--- config.mk ---
export PLATFORM = sky130hd
export DESIGN_NAME = mips_register_writeback_file
export DESIGN_NICKNAME = d
export VERILOG_FILES = /design/src/rtl/mips_register_writeback_file_pkg.sv /design/src/rtl/mips_register_file_core.sv /design/src/rtl/mips_register_writeback_file.sv
export SDC_FILE = /design/constraint.sdc
export NUM_CORES = 2
export LEC_CHECK = 0
export ABC_CLOCK_PERIOD_IN_PS = 2700
export BUFFER_PORTS_ARGS = -buffer_cell sky130_fd_sc_hd__clkbuf_2
export CAP_MARGIN = 40
export CORE_MARGIN = 8
export CORE_UTILIZATION = 35
export DETAILED_ROUTE_END_ITERATION = 8
export GPL_TIMING_DRIVEN = 0
export PLACE_DENSITY_LB_ADDON = 0.25
export SYNTH_ARGS = -nofsm -noshare
export SYNTH_HDL_FRONTEND = slang
export SYNTH_SLANG_ARGS = --single-unit
--- constraint.sdc ---
create_clock -name clock -period 2.7 [get_ports clock]
set_input_delay 0.405 -clock clock [delete_from_list [all_inputs] [get_ports clock]]
set_output_delay 0.405 -clock clock [all_outputs]
set_load 0.02 [all_outputs]
--- src/rtl/mips_register_writeback_file_pkg.sv ---
// Shared encodings for the register control word and the layout of one
// entry of the pending-write pipeline.
//   Port1 source     : selects rs or rt for read port 1
//   Port2 source     : selects rt or rs for read port 2
//   WriteAddr source : rt, rd, r31 (link) or reserved
//   WriteData source : ALU, memory, PC or reserved
package mips_register_writeback_file_pkg;

  localparam logic PORT1_RS = 1'b0;
  localparam logic PORT1_RT = 1'b1;
  localparam logic PORT2_RT = 1'b0;
  localparam logic PORT2_RS = 1'b1;

  localparam logic [1:0] WADDR_RT   = 2'd0;
  localparam logic [1:0] WADDR_RD   = 2'd1;
  localparam logic [1:0] WADDR_R31  = 2'd2;
  localparam logic [1:0] WADDR_RSVD = 2'd3;

  typedef enum logic [1:0] {
    WDATA_ALU    = 2'd0,
    WDATA_MEMORY = 2'd1,
    WDATA_PC     = 2'd2,
    WDATA_RSVD   = 2'd3
  } write_data_source_t;

  typedef struct packed {
    logic               valid;
    logic [4:0]         dst;
    write_data_source_t data_source;
  } pending_entry_t;

  localparam int PENDING_ENTRY_W = $bits(pending_entry_t);

endpackage

--- src/rtl/mips_register_file_core.sv ---
// 32 x DATA_W register file: two combinational read ports, one write port.
// r0 is hardwired to zero. A read of the address being written in the same
// cycle returns the incoming write data.
//   clock, reset              : clock and synchronous active-high clear
//   write_enable/addr/data    : write port, committed on the rising edge
//   read_addr1/2, read_data1/2: combinational read ports with bypass
module mips_register_file_core #(
  parameter int DATA_W = 32
) (
  input  logic              clock,
  input  logic              reset,
  input  logic              write_enable,
  input  logic [4:0]        write_addr,
  input  logic [DATA_W-1:0] write_data,
  input  logic [4:0]        read_addr1,
  input  logic [4:0]        read_addr2,
  output logic [DATA_W-1:0] read_data1,
  output logic [DATA_W-1:0] read_data2
);

  logic [DATA_W-1:0] regs [32];

  always_ff @(posedge clock) begin
    if (reset) begin
      for (int i = 0; i < 32; i++) regs[i] <= '0;
    end else if (write_enable && (write_addr != 5'd0)) begin
      regs[write_addr] <= write_data;
    end
  end

  function automatic logic [DATA_W-1:0] read_port(input logic [4:0] addr);
    if (addr == 5'd0)
      return '0;
    else if (write_enable && (write_addr == addr))
      return write_data;
    else
      return regs[addr];
  endfunction

  assign read_data1 = read_port(read_addr1);
  assign read_data2 = read_port(read_addr2);

endmodule

--- src/rtl/mips_register_writeback_file.sv ---
// Executes the decode-stage register control word: resolves read/write
// addresses, reads the register file into registered outputs, tracks
// in-flight writes through a DEPTH-stage pending pipeline (stalling issue on
// read-after-write hazards) and commits ALU/memory/PC data at writeback.
//   clock, reset                   : clock, synchronous active-high reset
//   issue_valid / issue_stall      : issue handshake with decode
//   rs, rt, rd                     : instruction register fields
//   port1/port2_addr_source        : read address selects
//   write_addr/data_source, write_enable : destination control
//   read_data1/2                   : registered read data
//   wb_alu, wb_memory, wb_pc       : writeback candidates for the final stage
//   wb_commit, wb_addr             : register write happening this cycle
module mips_register_writeback_file
  import mips_register_writeback_file_pkg::*;
#(
  parameter int DEPTH      = 3,
  parameter int DATA_WIDTH = 32
) (
  input  logic                  clock,
  input  logic                  reset,
  input  logic                  issue_valid,
  output logic                  issue_stall,
  input  logic [4:0]            rs,
  input  logic [4:0]            rt,
  input  logic [4:0]            rd,
  input  logic                  port1_addr_source,
  input  logic                  port2_addr_source,
  input  logic [1:0]            write_addr_source,
  input  logic [1:0]            write_data_source,
  input  logic                  write_enable,
  output logic [DATA_WIDTH-1:0] read_data1,
  output logic [DATA_WIDTH-1:0] read_data2,
  input  logic [DATA_WIDTH-1:0] wb_alu,
  input  logic [DATA_WIDTH-1:0] wb_memory,
  input  logic [DATA_WIDTH-1:0] wb_pc,
  output logic                  wb_commit,
  output logic [4:0]            wb_addr
);

  logic [4:0]            a1, a2, dst;
  logic                  eff_we, accept, hazard;
  pending_entry_t        pending [DEPTH];
  pending_entry_t        tail;
  logic [DATA_WIDTH-1:0] commit_data, core_rd1, core_rd2;

  function automatic logic [DATA_WIDTH-1:0] select_wb_data(
    input write_data_source_t src,
    input logic [DATA_WIDTH-1:0] alu,
    input logic [DATA_WIDTH-1:0] mem,
    input logic [DATA_WIDTH-1:0] pc
  );
    case (src)
      WDATA_MEMORY: return mem;
      WDATA_PC:     return pc;
      default:      return alu;
    endcase
  endfunction

  assign a1 = (port1_addr_source == PORT1_RT) ? rt : rs;
  assign a2 = (port2_addr_source == PORT2_RS) ? rs : rt;

  always_comb begin
    case (write_addr_source)
      WADDR_RT:  dst = rt;
      WADDR_RD:  dst = rd;
      WADDR_R31: dst = 5'd31;
      default:   dst = 5'd0;
    endcase
  end

  assign eff_we = write_enable && (write_addr_source != WADDR_RSVD) &&
                  (write_data_source != WDATA_RSVD) && (dst != 5'd0);

  // The final stage is not checked: its data is bypassed by the core.
  always_comb begin
    hazard = 1'b0;
    for (int i = 0; i < DEPTH - 1; i++) begin
      if (pending[i].valid && (pending[i].dst != 5'd0) &&
          ((pending[i].dst == a1) || (pending[i].dst == a2)))
        hazard = 1'b1;
    end
  end

  assign issue_stall = issue_valid && hazard;
  assign accept      = issue_valid && !hazard;

  // Pending pipeline: always advances; a refused or non-writing issue
  // inserts an all-zero bubble.
  always_ff @(posedge clock) begin
    if (reset) begin
      for (int i = 0; i < DEPTH; i++) pending[i] <= '0;
    end else begin
      if (accept && eff_we)
        pending[0] <= '{valid: 1'b1, dst: dst,
                        data_source: write_data_source_t'(write_data_source)};
      else
        pending[0] <= '0;
      for (int i = 1; i < DEPTH; i++) pending[i] <= pending[i-1];
    end
  end

  // Writeback stage
  assign tail        = pending[DEPTH-1];
  assign wb_commit   = tail.valid;
  assign wb_addr     = tail.dst;
  assign commit_data = select_wb_data(tail.data_source, wb_alu, wb_memory, wb_pc);

  mips_register_file_core #(
    .DATA_W (DATA_WIDTH)
  ) u_core (
    .clock        (clock),
    .reset        (reset),
    .write_enable (wb_commit),
    .write_addr   (wb_addr),
    .write_data   (commit_data),
    .read_addr1   (a1),
    .read_addr2   (a2),
    .read_data1   (core_rd1),
    .read_data2   (core_rd2)
  );

  // Read stage: outputs only change on an accepted issue
  always_ff @(posedge clock) begin
    if (reset) begin
      read_data1 <= '0;
      read_data2 <= '0;
    end else if (accept) begin
      read_data1 <= core_rd1;
      read_data2 <= core_rd2;
    end
  end

endmodule

==> reports/results.env <==
CRITICALPATHCATEGORY='reg -> out'
POST-ROUTE-UTIL_PCT=43.1
TRITONCTS.NUM_BUFFERS=121
SYNTHESIS.AREA_MM2=0.0568
NUMBER_OF_DRC_MARKERS_IN_ITERATION_0=8767
SYNTHARSTFLOPSHARE_PCT=0
POST_SYNTH_MOST_FREQUENT_CELLS='sky130_fd_sc_hd__nand2_1, sky130_fd_sc_hd__nor2_1, sky130_fd_sc_hd__edfxtp_1, sky130_fd_sc_hd__clkbuf_1, sky130_fd_sc_hd__nand3_1'
MAX_FREQ_MHz=336
SYNTH_EDF_COUNT=1048
FIN_WS_NS=-0.275
FOOTPRINT_OF_THE_MULTI_INPUT_GATES_MM2=0.0232
GRT_FIRST_PASS_WIRELENGTH_MM=380
SYNTHADDERAREAFRAC_PCT=0.0441
PATH_MAX_FANOUT=3
DETAIL_ROUTE.WIRELENGTH_MM=285
CLK-INSERTION-DELAY-LATE_NS=0.81
HPWL_MM=213
POST_ROUTE_CELLS_DRIVE_ABOVE_1_SHARE_PCT=22.9
IO-PIN-COUNT=192
SYNTH-COMPOUND-AREA-SHARE_PCT=4.78
YS_FF_LATCH=1112
CLOCK-SINKS=1112
FINAL-SEQ-AREA_MM2=0.0328
SYNTH_TOP_AREA_SHARE_PCT=55.4
POST_SYNTH_INST_COUNT=5401
PART_OF_THE_YOSYS_AREA_USED_FOR_SEQUENTIAL_ELEMENTS_PCT=57.7
PLACEDINSTANCEAREA_MM2=0.0634
FINAL_SETUP_VIO_COUNT=77
FINAL.MIN_CLOCK_PERIOD_NS=2.97
GRT_MAX_DEGREE=28
SYNTHXORXNORAREAFRAC_PCT=0.463
FIRST_PASS_ITERS=9
TIMING_HOLD_VIOLATIONS_FINAL=0
VIOLATIONS='negative setup slack'
LARGEST_FAMILY_OF_LOGIC_CELLS_BY_SYNTHESIZED_AREA='simple AND/OR/NAND/NOR gates'
DRC=0
CLK_ROOT_BUFFER_CELL='sky130_fd_sc_hd__clkbuf_16'
TOTAL_LEAKAGE_POWER_uW=0.0252
TOP_LAYER_USED='met5'
LAYOUT_WORST_PATH_CYCLE_SHARE_PCT=110
CORE.ROWCOUNT=148
POWER_PER_CELL_AREA_mW_PER_MM2=666
CTS_TREE='built'
PATH_CLK_SLEW_NS=0.07
GRT_ANTENNA_BEFORE_REPAIR=11
SYNTH_AREA_LEADER_CELL='sky130_fd_sc_hd__edfxtp_1'
CTS_MAX_LEVEL=3
INITIAL_STANDARD_CELL_UTILIZATION_OF_THE_CORE_PCT=35.1
GRT_PASS1_VIAS=46600
CRIT_START_CATEGORY='register'
CRIT_ARRIVAL_NS=2.57
DESIGN.CORE.AREA_MM2=0.162
GRT_USAGE_PCT=31.1
NNETSFINAL=6158
CLOCK-SKEW-FINAL_NS=0.0516
DRV_SLEW=0
DETAIL-ROUTE-ANTENNA-NETS=0
AREA_GROWTH_SYN_TO_LAYOUT_PCT=23.1
GRT-OVFL-TOTAL=0
SYNTHESIZED_AREA_FRACTION_OCCUPIED_BY_AND_OR_NAND_NOR_CELLS_PCT=21.6
CTS.PATH.MAX_BUFFERS=3
MIN_DELAY_PATH_DEPTH=3
RESULT_OF_THE_RUN='complete, but fails checks'
TOTAL_VIA_COUNT_AFTER_DETAILED_ROUTING=50600
MET2_LENGTH_MM=117
MAX-SLEW-MARGIN-REL_PCT=29.2
SYNTHESIS.AREA_PER_INSTANCE_UM2=10.5
WL_MET1_MM=101
CP.REQUIRED_NS=2.30
REGISTER_TO_REGISTER_PATH_DEPTH=10
AVGVIACOUNTPERCELL=6.07
DOMINANTREGCELLSYNTH='sky130_fd_sc_hd__edfxtp_1'
DRV.MAX_CAP_VIOLATION_COUNT=0
FINAL_REPLACE_WEIGHTED_CONGESTION=1.08
PLACEMENT.IO_BUFFERS=187
MIN-DELAY-PATH-CLASS='in -> reg'
FINAL.HOLD.WORST_SLACK_NS=0.0360
SYNTH.MUX.AREA_FRACTION_PCT=11.6
WL_MET3_MM=42.3
AVGROUTEDWIREPERCELL_UM=34.2
CRITPATHCAPTURETYPE='primary output'
DIE-HEIGHT_UM=419
POST_SYNTH_NUM_CELL_TYPES=54
FILLERS=15300
GRT_SETUP_UNREPAIRED='true'
SYNTHESIS.YOSYS.WARNINGS=0
MAX_SLEW.WORST_PIN.SLEW_NS=1.06
DIE_X_UM=419
DESIGN.DIE.AREA_MM2=0.175
CELL_TYPES_WITH_THE_LARGEST_AREA_SHARE_AFTER_SYNTHESIS='sky130_fd_sc_hd__edfxtp_1, sky130_fd_sc_hd__mux4_2, sky130_fd_sc_hd__nand2_1, sky130_fd_sc_hd__nor2_1, sky130_fd_sc_hd__nand3_1'
VDD_IR_DROP_MAX_uV=591
LAYOUT.CELL_AREA.NON_FILLER_MM2=0.0699
SYNTH.MOST_COMMON_CELL='sky130_fd_sc_hd__nand2_1'
[cells in the final DEF (no fill, tap or decap), types with 25 or more instances in the layout]
cell and count:
sky130_fd_sc_hd__a21oi_2 46, sky130_fd_sc_hd__mux4_2 256, sky130_fd_sc_hd__a22oi_1 32, sky130_fd_sc_hd__edfxtp_1 1048
sky130_fd_sc_hd__buf_12 39, sky130_fd_sc_hd__a21oi_1 100, sky130_fd_sc_hd__nand3_1 380, sky130_fd_sc_hd__a22o_1 32
sky130_fd_sc_hd__o21ai_2 32, sky130_fd_sc_hd__dfxtp_1 64, sky130_fd_sc_hd__buf_6 74, sky130_fd_sc_hd__buf_4 114
sky130_fd_sc_hd__nand4_1 164, sky130_fd_sc_hd__conb_1 56, sky130_fd_sc_hd__clkbuf_1 223, sky130_fd_sc_hd__a31oi_1 124
sky130_fd_sc_hd__nand2_1 1202, sky130_fd_sc_hd__nor2_1 1065, sky130_fd_sc_hd__clkinv_2 30, sky130_fd_sc_hd__buf_8 77
sky130_fd_sc_hd__clkbuf_2 354, sky130_fd_sc_hd__o22ai_1 30, sky130_fd_sc_hd__buf_2 56, sky130_fd_sc_hd__nand2b_4 25
sky130_fd_sc_hd__xnor2_1 29, sky130_fd_sc_hd__clkbuf_16 130, sky130_fd_sc_hd__mux2i_1 54
[cell families after synthesis]
group,count (synthesis)
muxes,337
other,2
AOI/OAI and AO/OA,442
DFF,1112
buffers and inverters,529
and+or+nand+nor,2947
xor gates and xnor gates,30
adders and majority gates,2
[layout make-up]
type / count / area share, %
multi-input combinational: 3815 / 33.1
clock buffer: 148 / 4.64
inverter: 7 / 0.0376
sequential: 1112 / 46.9
tap: 2175 / 3.89
timing repair buffer: 463 / 6.46
clock inverter: 81 / 1.17
antenna: 10 / 0.0358
buffer: 515 / 3.76
[final timing paths]
path / from / to / slack (ns)
max: pending[0][12]$_SDFFCE_PN0P_ / issue_stall / -0.27
min: issue_valid / read_data1[30]$_SDFFE_PP0P_ / 0.04
max reg2reg: pending[0][12]$_SDFFCE_PN0P_ / read_data1[23]$_SDFFE_PP0P_ / -0.12
min reg2reg: read_data1[23]$_SDFFE_PP0P_ / read_data1[23]$_SDFFE_PP0P_ / 0.45
[metal layers]
metal / up-vias / track usage [%]
li1: 20600 / -
met1: 25000 / 39.1
met4: 4 / 21.9
met3: 784 / 11.9
met5: - / 0.246
met2: 4188 / 43.7
[worst max-delay path, cell delays in order, from the launching register on]
cell and delay (ns):
sky130_fd_sc_hd__edfxtp_1 0.43, sky130_fd_sc_hd__or4_4 0.54, sky130_fd_sc_hd__o21ai_4 0.16, sky130_fd_sc_hd__nor4_2 0.06, sky130_fd_sc_hd__a22oi_2 0.26, sky130_fd_sc_hd__a21boi_2 0.15
sky130_fd_sc_hd__clkbuf_8 0.18
[what timing repair did]
item | CTS | global route
cloned | 2 | 8
hold endpoints to repair | 2 | 0
pin swaps | 25 | 44
gates resized for setup | 362 | 221
buffers inserted | 44 | 23
endpoints found under the setup margin | 1680 | 917
hold buffers | 2 | 0
[state kept, by name, indices dropped and copies added, names as in the netlist]
register	cells
pending	24
read_data1	32
read_data2	32
u_core.regs	1024
[report_power, final]
group / total (µW) / leakage (µW) / switching, µW / internal [µW]
logic: 9040 / 0.0119 / 6240 / 2800
registers: 20000 / 0.0113 / 459 / 19500
clock network: 17500 / 0.00200 / 7630 / 9860
total: 46500 / 0.0252 / 14300 / 32200
[per-stage QoR]
stage	TNS, ns	worst slack [ns]	power, µW	std cells
after floorplan	0	0.0484	24000	5455
after global placement	-4387.82	-4.71	27700	7817
after detailed placement	-816.92	-2.02	28300	8011
after CTS	-0.308	-0.291	45700	8283
after global routing	-6.71	-0.337	47200	8316
final	-5.03	-0.275	46500	8326
No activity file was read; power rests on OpenSTA's default activity.
